**src/rtl/dcc_window_sequencer_if.sv**
```systemverilog
// Record-RAM read port, HPS PIO window and capture-side flow control of the sequencer.
// The sequencer drives the master modport; RAM, capture block and PIO bridge sit on the slave side.
interface dcc_window_sequencer_if #(
    parameter int ADDR_W  = 10,
    parameter int WORDS   = 32,
    parameter int WORD_AW = 5
);
    logic [ADDR_W:0]           wr_ptr;
    logic [ADDR_W+WORD_AW-1:0] rec_rd_addr;
    logic [31:0]               rec_rd_data;
    logic                      hps_read_bit;
    logic [32*WORDS-1:0]       dcc_data;
    logic                      window_valid;
    logic [31:0]               buff_diff;
    logic [31:0]               pulse_num;
    logic                      buf_full;
    logic                      ack_err;

    modport master (
        input  wr_ptr, rec_rd_data, hps_read_bit,
        output rec_rd_addr, dcc_data, window_valid, buff_diff, pulse_num, buf_full, ack_err
    );

    modport slave (
        output wr_ptr, rec_rd_data, hps_read_bit,
        input  rec_rd_addr, dcc_data, window_valid, buff_diff, pulse_num, buf_full, ack_err
    );
endinterface

```
**src/rtl/dcc_window_sequencer.sv**
```systemverilog
// Copies one record per HPS acknowledge from record RAM into a shadow bank and publishes it atomically.
// WORDS+3 cycles empty-to-valid, WORDS+4 toggle-to-next; capture writer stalled by buf_full at 2^ADDR_W pending.
module dcc_window_sequencer #(
    parameter int ADDR_W  = 10,
    parameter int WORDS   = 32,
    parameter int WORD_AW = 5
) (
    input  logic                   clk_clk,
    input  logic                   reset_reset_n,
    dcc_window_sequencer_if.master bus
);
    typedef enum logic [1:0] {IDLE, LOAD, PUBLISH, WAIT} state_t;

    localparam logic [ADDR_W:0]  FULL_DIFF = {1'b1, {ADDR_W{1'b0}}};
    localparam logic [WORD_AW:0] LAST_CNT  = (WORD_AW+1)'(WORDS);
    localparam logic [WORD_AW:0] LAST_ADDR = (WORD_AW+1)'(WORDS - 1);

    state_t                   state;
    logic [ADDR_W:0]          rd_ptr;
    logic [ADDR_W:0]          diff;
    logic [WORD_AW:0]         cnt;
    logic [WORD_AW-1:0]       cap_idx;
    logic [WORD_AW-1:0]       nxt_word;
    logic [WORDS-1:0][31:0]   shadow;
    logic                     ack_q;
    logic                     ack_armed;
    logic                     tog;

    assign diff          = bus.wr_ptr - rd_ptr;
    assign bus.buf_full  = (diff == FULL_DIFF);
    // ack_armed keeps the first post-reset sample of hps_read_bit from looking like a toggle.
    assign tog           = ack_armed & (bus.hps_read_bit ^ ack_q);
    assign cap_idx       = cnt[WORD_AW-1:0] - WORD_AW'(1);
    assign nxt_word      = cnt[WORD_AW-1:0] + WORD_AW'(1);

    always_ff @(posedge clk_clk or negedge reset_reset_n) begin
        if (!reset_reset_n) begin
            state            <= IDLE;
            rd_ptr           <= '0;
            cnt              <= '0;
            shadow           <= '0;
            ack_q            <= 1'b0;
            ack_armed        <= 1'b0;
            bus.rec_rd_addr  <= '0;
            bus.dcc_data     <= '0;
            bus.window_valid <= 1'b0;
            bus.buff_diff    <= '0;
            bus.pulse_num    <= '0;
            bus.ack_err      <= 1'b0;
        end else begin
            ack_q         <= bus.hps_read_bit;
            ack_armed     <= 1'b1;
            bus.buff_diff <= {{(31-ADDR_W){1'b0}}, diff};
            if (tog && state != WAIT) begin
                bus.ack_err <= 1'b1;
            end

            case (state)
                IDLE: begin
                    if (diff != '0) begin
                        state           <= LOAD;
                        cnt             <= '0;
                        bus.rec_rd_addr <= {rd_ptr[ADDR_W-1:0], {WORD_AW{1'b0}}};
                    end
                end
                LOAD: begin
                    // RAM data trails the address by one cycle, so capture lags the address by one word.
                    if (cnt != '0) begin
                        shadow[cap_idx] <= bus.rec_rd_data;
                    end
                    if (cnt < LAST_ADDR) begin
                        bus.rec_rd_addr <= {rd_ptr[ADDR_W-1:0], nxt_word};
                    end
                    cnt <= cnt + 1'b1;
                    if (cnt == LAST_CNT) begin
                        state <= PUBLISH;
                    end
                end
                PUBLISH: begin
                    bus.dcc_data     <= shadow;
                    bus.window_valid <= 1'b1;
                    state            <= WAIT;
                end
                WAIT: begin
                    if (tog) begin
                        bus.window_valid <= 1'b0;
                        rd_ptr           <= rd_ptr + 1'b1;
                        bus.pulse_num    <= bus.pulse_num + 32'd1;
                        state            <= IDLE;
                    end
                end
                default: state <= IDLE;
            endcase
        end
    end
endmodule
```
**src/flat_wrapper.sv**
```systemverilog
// flat-port wrapper written by rule: the top's interface ports become plain ports
module dcc_window_sequencer_flat 
#(
    parameter int ADDR_W  = 10,
    parameter int WORDS   = 32,
    parameter int WORD_AW = 5
)
  (clk_clk, reset_reset_n, bus_wr_ptr, bus_rec_rd_data, bus_hps_read_bit, bus_rec_rd_addr, bus_dcc_data, bus_window_valid, bus_buff_diff, bus_pulse_num, bus_buf_full, bus_ack_err);
  dcc_window_sequencer_if #(.ADDR_W(ADDR_W), .WORDS(WORDS), .WORD_AW(WORD_AW)) bus_i ();
  input  logic clk_clk;
  input  logic reset_reset_n;
  input wire logic [$bits(bus_i.wr_ptr)-1:0] bus_wr_ptr;
  input wire logic [$bits(bus_i.rec_rd_data)-1:0] bus_rec_rd_data;
  input wire logic [$bits(bus_i.hps_read_bit)-1:0] bus_hps_read_bit;
  output wire logic [$bits(bus_i.rec_rd_addr)-1:0] bus_rec_rd_addr;
  output wire logic [$bits(bus_i.dcc_data)-1:0] bus_dcc_data;
  output wire logic [$bits(bus_i.window_valid)-1:0] bus_window_valid;
  output wire logic [$bits(bus_i.buff_diff)-1:0] bus_buff_diff;
  output wire logic [$bits(bus_i.pulse_num)-1:0] bus_pulse_num;
  output wire logic [$bits(bus_i.buf_full)-1:0] bus_buf_full;
  output wire logic [$bits(bus_i.ack_err)-1:0] bus_ack_err;
  assign bus_i.wr_ptr = bus_wr_ptr;
  assign bus_i.rec_rd_data = bus_rec_rd_data;
  assign bus_i.hps_read_bit = bus_hps_read_bit;
  assign bus_rec_rd_addr = bus_i.rec_rd_addr;
  assign bus_dcc_data = bus_i.dcc_data;
  assign bus_window_valid = bus_i.window_valid;
  assign bus_buff_diff = bus_i.buff_diff;
  assign bus_pulse_num = bus_i.pulse_num;
  assign bus_buf_full = bus_i.buf_full;
  assign bus_ack_err = bus_i.ack_err;
  dcc_window_sequencer #(.ADDR_W(ADDR_W), .WORDS(WORDS), .WORD_AW(WORD_AW)) u_core (.clk_clk(clk_clk), .reset_reset_n(reset_reset_n), .bus(bus_i));
endmodule
```
**config.mk**
```make
export PLATFORM = sky130hd
export DESIGN_NAME = dcc_window_sequencer_flat
export DESIGN_NICKNAME = d
export VERILOG_FILES = /design/src/rtl/dcc_window_sequencer_if.sv /design/src/rtl/dcc_window_sequencer.sv /design/src/flat_wrapper.sv
export SDC_FILE = /design/constraint.sdc
export NUM_CORES = 2
export LEC_CHECK = 0
export ABC_AREA = 1
export CORE_AREA = 2 2 451 453
export CTS_BUF_LIST = sky130_fd_sc_hd__clkbuf_8
export DETAILED_ROUTE_END_ITERATION = 12
export DIE_AREA = 0 0 453 455
export GPL_ROUTABILITY_DRIVEN = 0
export PLACE_DENSITY = 0.61
export RECOVER_POWER = 25
export SLEW_MARGIN = 5
export SYNTH_ARGS = -nofsm -noshare
export SYNTH_HDL_FRONTEND = slang
export SYNTH_SLANG_ARGS = --single-unit
```
**constraint.sdc**
```tcl
create_clock -name clk_clk -period 2.8 [get_ports clk_clk]
set_clock_uncertainty 0.05 [all_clocks]
set_input_delay 0.56 -clock clk_clk [delete_from_list [all_inputs] [get_ports clk_clk]]
set_output_delay 0.56 -clock clk_clk [all_outputs]
set_load 0.02 [all_outputs]
```
* Word level (Yosys, flattened, before mapping)
Cells that the tools add are included.
Word-level totals: input bits 46, output and inout port bits 1106, bits in registers 2129, word-level logic and storage cells 91
Cells by class: muxes and demuxes 14, reduce and logical (&&, ||, !) cells 13, bitwise logic cells 2, equality and inequality tests 10, add/subtract/negate cells 6, $lt $le $gt $ge 3
Operator list (number):
- 1024-bit bitwise mux | 1
- 32-bit demux with 5-bit select | 1
- 32-bit by 1-bit adder with 32-bit output, second input constant | 1
- 32-bit 2-to-1 mux | 1
- 15-bit 2-to-1 mux | 2
- 15-bit one-hot mux with 2 select lines | 1
- 6-bit one-hot mux with 2 select lines | 1
- 11-bit by 1-bit adder with 11-bit output, second input constant | 1
- 11-bit equality test, second input constant | 1
- 11-bit nonzero test | 1
- 11-bit subtractor | 1
- 2-bit by 1-bit != test with 1-bit output, second input constant | 4
- 2-bit one-hot mux with 4 select lines | 1
- 2-bit AND reduction | 4
- 6-bit by 1-bit adder with 6-bit output, second input constant | 1
- 6-bit equality test, second input constant | 1
- 5-bit by 6-bit < comparator with 1-bit output, second input constant | 1
- 6-bit by 5-bit < comparator with 1-bit output, second input constant | 1
- 2-bit 2-to-1 mux | 3
- 6-bit 2-to-1 mux | 1
- 3-bit AND reduction | 2
- 6-bit nonzero test | 1
- 5-bit by 1-bit adder with 5-bit output, second input constant | 1
- 5-bit by 1-bit greater-or-equal comparator with 1-bit output, second input constant | 1
- other kinds (11) | 14

* Depth between registers and ports, before layout
depth in word-level cells 6, gate-level depth with buffers 17, depth with buffers taken out 16

* Worst setup path after synthesis
Ideal clock, no wire load.
path type input to output, start in bus_wr_ptr[0], end out bus_buf_full, cell stages on the path 13, arrival 2.108 ns, setup slack 0.082 ns, data required time 2.190 ns, path buffers 0, cells stage by stage inv_1 ha_1 fa_1 inv_1 nand2_1 nand2_1 nand3_1 nand2_1 nand2_1 nand2_1 nand3_1 nor2_1 and3_1
Between the ends: longest elaborated chain between the ends 2
RTL lines:
- start: declaration | RTL line flat_wrapper.sv:12 | input wire logic [$bits(bus_i.wr_ptr)-1:0] bus_wr_ptr;
- 11-bit subtractor | RTL line dcc_window_sequencer.sv:29 | assign diff = bus.wr_ptr - rd_ptr;
- 11-bit equality test | RTL line dcc_window_sequencer.sv:30 | assign bus.buf_full = (diff == FULL_DIFF);
- end: declaration | RTL line flat_wrapper.sv:20 | output wire logic [$bits(bus_i.buf_full)-1:0] bus_buf_full;
Every way passes these cells.

* Worst setup path after layout
start reg u_core.rd_ptr[0], end out bus_buf_full
Between the ends: longest elaborated chain between the ends 2
RTL lines:
- start: declaration | RTL line dcc_window_sequencer.sv:19 | logic [ADDR_W:0] rd_ptr;
- start signal: assignment | RTL line dcc_window_sequencer.sv:87 | rd_ptr <= rd_ptr + 1'b1;
- 11-bit subtractor | RTL line dcc_window_sequencer.sv:29
- named net u_core.diff[2] | RTL line dcc_window_sequencer.sv:20 | logic [ADDR_W:0] diff;
- 11-bit equality test | RTL line dcc_window_sequencer.sv:30
The timed path passes the listed nets, and every way through them passes these cells.

==> summary.txt <==
Clock network
  – CTS tree: yes
  – Clk_lat worst skew: 1070 ps
  – CTS Buf Count: 364
  – CTS max path bufs: 4
  – H-tree lvl count: 5
  – Clk Tree Root Cell: clkbuf_8
  – Number of clock sinks: 2129
  – Clock-pin slew on the worst setup and hold paths: 60 ps

Synthesis
  – Dominant synthesized flop cell: dfrtp_1
  – Avg Cell Area, Syn: 9.46 um2
  – Post-synthesis sequential area ratio: 67.6%
  – Post-synth EDFFs: 0
  – Syn. warnings: 0
  – Mapped Area: 0.0788 mm2
  – Synth cell types: 33
  – Asr flop ratio synth: 100%
  – Seq cells post-synth: 2129
  – Top cells by area, synth: dfrtp_1, nand2_1, o21ai_0
  – Leading area contributor after synthesis: dfrtp_1
  – Cells after Synth: 8332
  – Most instantiated cells after synthesis: nand2_1, dfrtp_1, o21ai_0
  – Share of the synthesized area in the top cell type: 67.6%
  – Cell with the most instances after synthesis: nand2_1

Floorplan
  – Standard-cell rows: 165
  – Top-level I/O count: 1152
  – Core ar.: 0.201 mm2
  – Die H: 455 um
  – Starting density of the core: 39.2%
  – Die X: 453 um
  – Die area: 0.206 mm2

Routing
  – Final ANT Viol Nets: 0
  – Router iterations before antenna repair: 8
  – Via/cell ratio: 5.03
  – Via count: 62800
  – 1st-iter DRT viols: 6418
  – Wire length per cell: 22.5 um
  – Routed WL: 281 mm
  – # DRC: 0

Global routing
  – Largest net degree at the start of global routing: 149
  – GRT Resource Usage Total: 26.9%
  – Vias in the first global route: 60300
  – Antenna violations before repair: 36
  – First-pass GRT wire length: 408 mm
  – Final global-route overflow total: 0

Layout
  – Filler cell count: 18800
  – Final net count: 9637
  – Layout cell share with drive strength beyond 1: 8.72%
  – Area Overhead vs Synth: 28.4%
  – Util after Layout: 50.3%

STA
  – Minimum clock period: 3830 ps
  – Tcrit/Tclk final: 137%
  – Max Freq: 0.261 GHz
  – Slew @ Worst Pin: 771 ps
  – Hold_ws: 329 ps
  – Final hold vios: 0
  – Rel. slew slack: 48.6%
  – RSZ-0062 raised after global routing: yes
  – Final worst slack: -1030 ps
  – Final Max Tran Viols: 0
  – Final setup vio count: 1

Worst hold path
  – Hold WC Path Type: in2reg

Setup path
  – Startpoint Class: flip-flop
  – Crit path required time: 2190 ps
  – Worst EP arrival: 3220 ps
  – CP Max Fanout: 2
  – Setup CP Type: reg2out
  – CP endpoint kind: output pin

Outcome
  – Violated checks: setup timing
  – Status: finished, violations left

Power
  – Peak VDD IR: 0.673 mV
  – Leakage power: 0.0527 uW
  – Power per Cell Area: 1340 mW/mm2

Run
  – Max_cap viols: 0

Placed design
  – DP HPWL: 179 mm
  – IO Port Bufs: 1130
-- state kept, by name, summed over array words and instances (netlist names) --
register                 count
u_core.ack_armed             1
u_core.ack_q                 1
u_core.bus.ack_err           1
u_core.bus.buff_diff        11
u_core.bus.dcc_data       1024
u_core.bus.pulse_num        32
u_core.bus.rec_rd_addr      15
u_core.bus.window_valid      1
u_core.cnt                   6
u_core.rd_ptr               11
u_core.shadow             1024
u_core.state                 2
-- layout make-up --
class / instances / area, um2 / area share [%]
Antenna cell: 12 / 30.0 / 0.0297
Clock buffer: 449 / 6180 / 6.11
Clock inverter: 159 / 801 / 0.791
Inverter: 116 / 443 / 0.438
Multi-Input combinational cell: 5565 / 23100 / 22.8
Sequential cell: 2129 / 53300 / 52.6
Tap cell: 2672 / 3340 / 3.30
Timing Repair Buffer: 1391 / 14100 / 13.9
-- power by group --
group / switching [uW] / internal [uW] / total (uW) / leakage (uW)
logic: 32200 / 19300 / 51500 / 0.0255
registers: 11100 / 45400 / 56500 / 0.0231
clock network: 12500 / 14700 / 27200 / 0.00405
total: 55800 / 79400 / 135000 / 0.0527
-- per-stage QoR --
step	std cells	power, uW	setup WS, ps	instance area, um2	TNS [ps]
after CTS	12500	136000	-1020	101000	-1020
after global routing	12500	144000	-1150	101000	-1150
after floorplan	8352	81700	81.6	78900	0
after detailed placement	11900	112000	-1070	94800	-16610
after global placement	11900	111000	-1110	94800	-15520
final	12500	135000	-1030	101000	-1030
-- metal layers --
layer  GRT usage, %  share of wire (%)  up-vias  wire length [um]
met3           4.59                7.1      595             20000
met4           15.7                6.1        6             17200
met2           41.7                 46     2772            131000
met5              0              0.015        -                41
met1           35.7                 40    31000            113000
li1               -                  -    28400                 -
-- final timing paths --
path	start	to	slack (ps)	cells past startpoint
setup / recovery	u_core.rd_ptr[0]	bus_buf_full	-1030	14
hold / removal	bus_wr_ptr[0]	u_core.bus.buff_diff[0]	330	5
setup reg to reg	u_core.rd_ptr[0]	u_core.bus.rec_rd_addr[6]	100	18
hold reg to reg	u_core.shadow[470]	u_core.bus.dcc_data[470]	360	2
max in group asynchronous	reset_reset_n	u_core.shadow[832]	850	4
min in group asynchronous	reset_reset_n	u_core.shadow[231]	630	3
-- critical path: stages (launching register included) --
cell	delay (ps)
dfrtp_1	410
ha_4	180
fa_2	220
inv_2	50
buf_4	130
buf_4	130
nand2_1	70
nand2_1	80
nor2_1	120
nand3_1	110
nor2_1	140
nand3_2	80
nor2_2	130
and3_4	210
buf_6	110
-- kinds of logic after synthesis --
| family | synth area share (%) |
|---|---|
| compound gates | 6.63 |
| xor+xnor | 0.524 |
| fa+ha+maj | 0.391 |
| buf+inv | 3.41 |
| flops | 67.6 |
| other cells | 0.00953 |
| simple gates | 21.4 |
-- cell usage in the layout (no fill, tap or decap), types with 47 or more instances in the layout --
cell type | netlist | routed
buf_12 | 0 | 127
buf_4 | 21 | 126
clkbuf_8 | 0 | 449
clkdlybuf4s50_1 | 0 | 434
dfrtp_1 | 2129 | 2128
dlygate4sd2_1 | 0 | 693
inv_1 | 114 | 200
nand2_1 | 4266 | 4255
nand3_1 | 52 | 47
o21ai_0 | 919 | 919
o21ai_1 | 110 | 110
-- what timing repair did --
action                                  4_1_cts  5_1_grt
endpoints found under the setup margin      730       37
setup buffers                                 0        5
hold endpoints to repair                   1344        0
gates resized for setup                     709       26
pin swaps                                     0        7
hold buffers                                  4        0
gates cloned                                  0        2
Note: power is estimated with default switching activity, not from simulation.
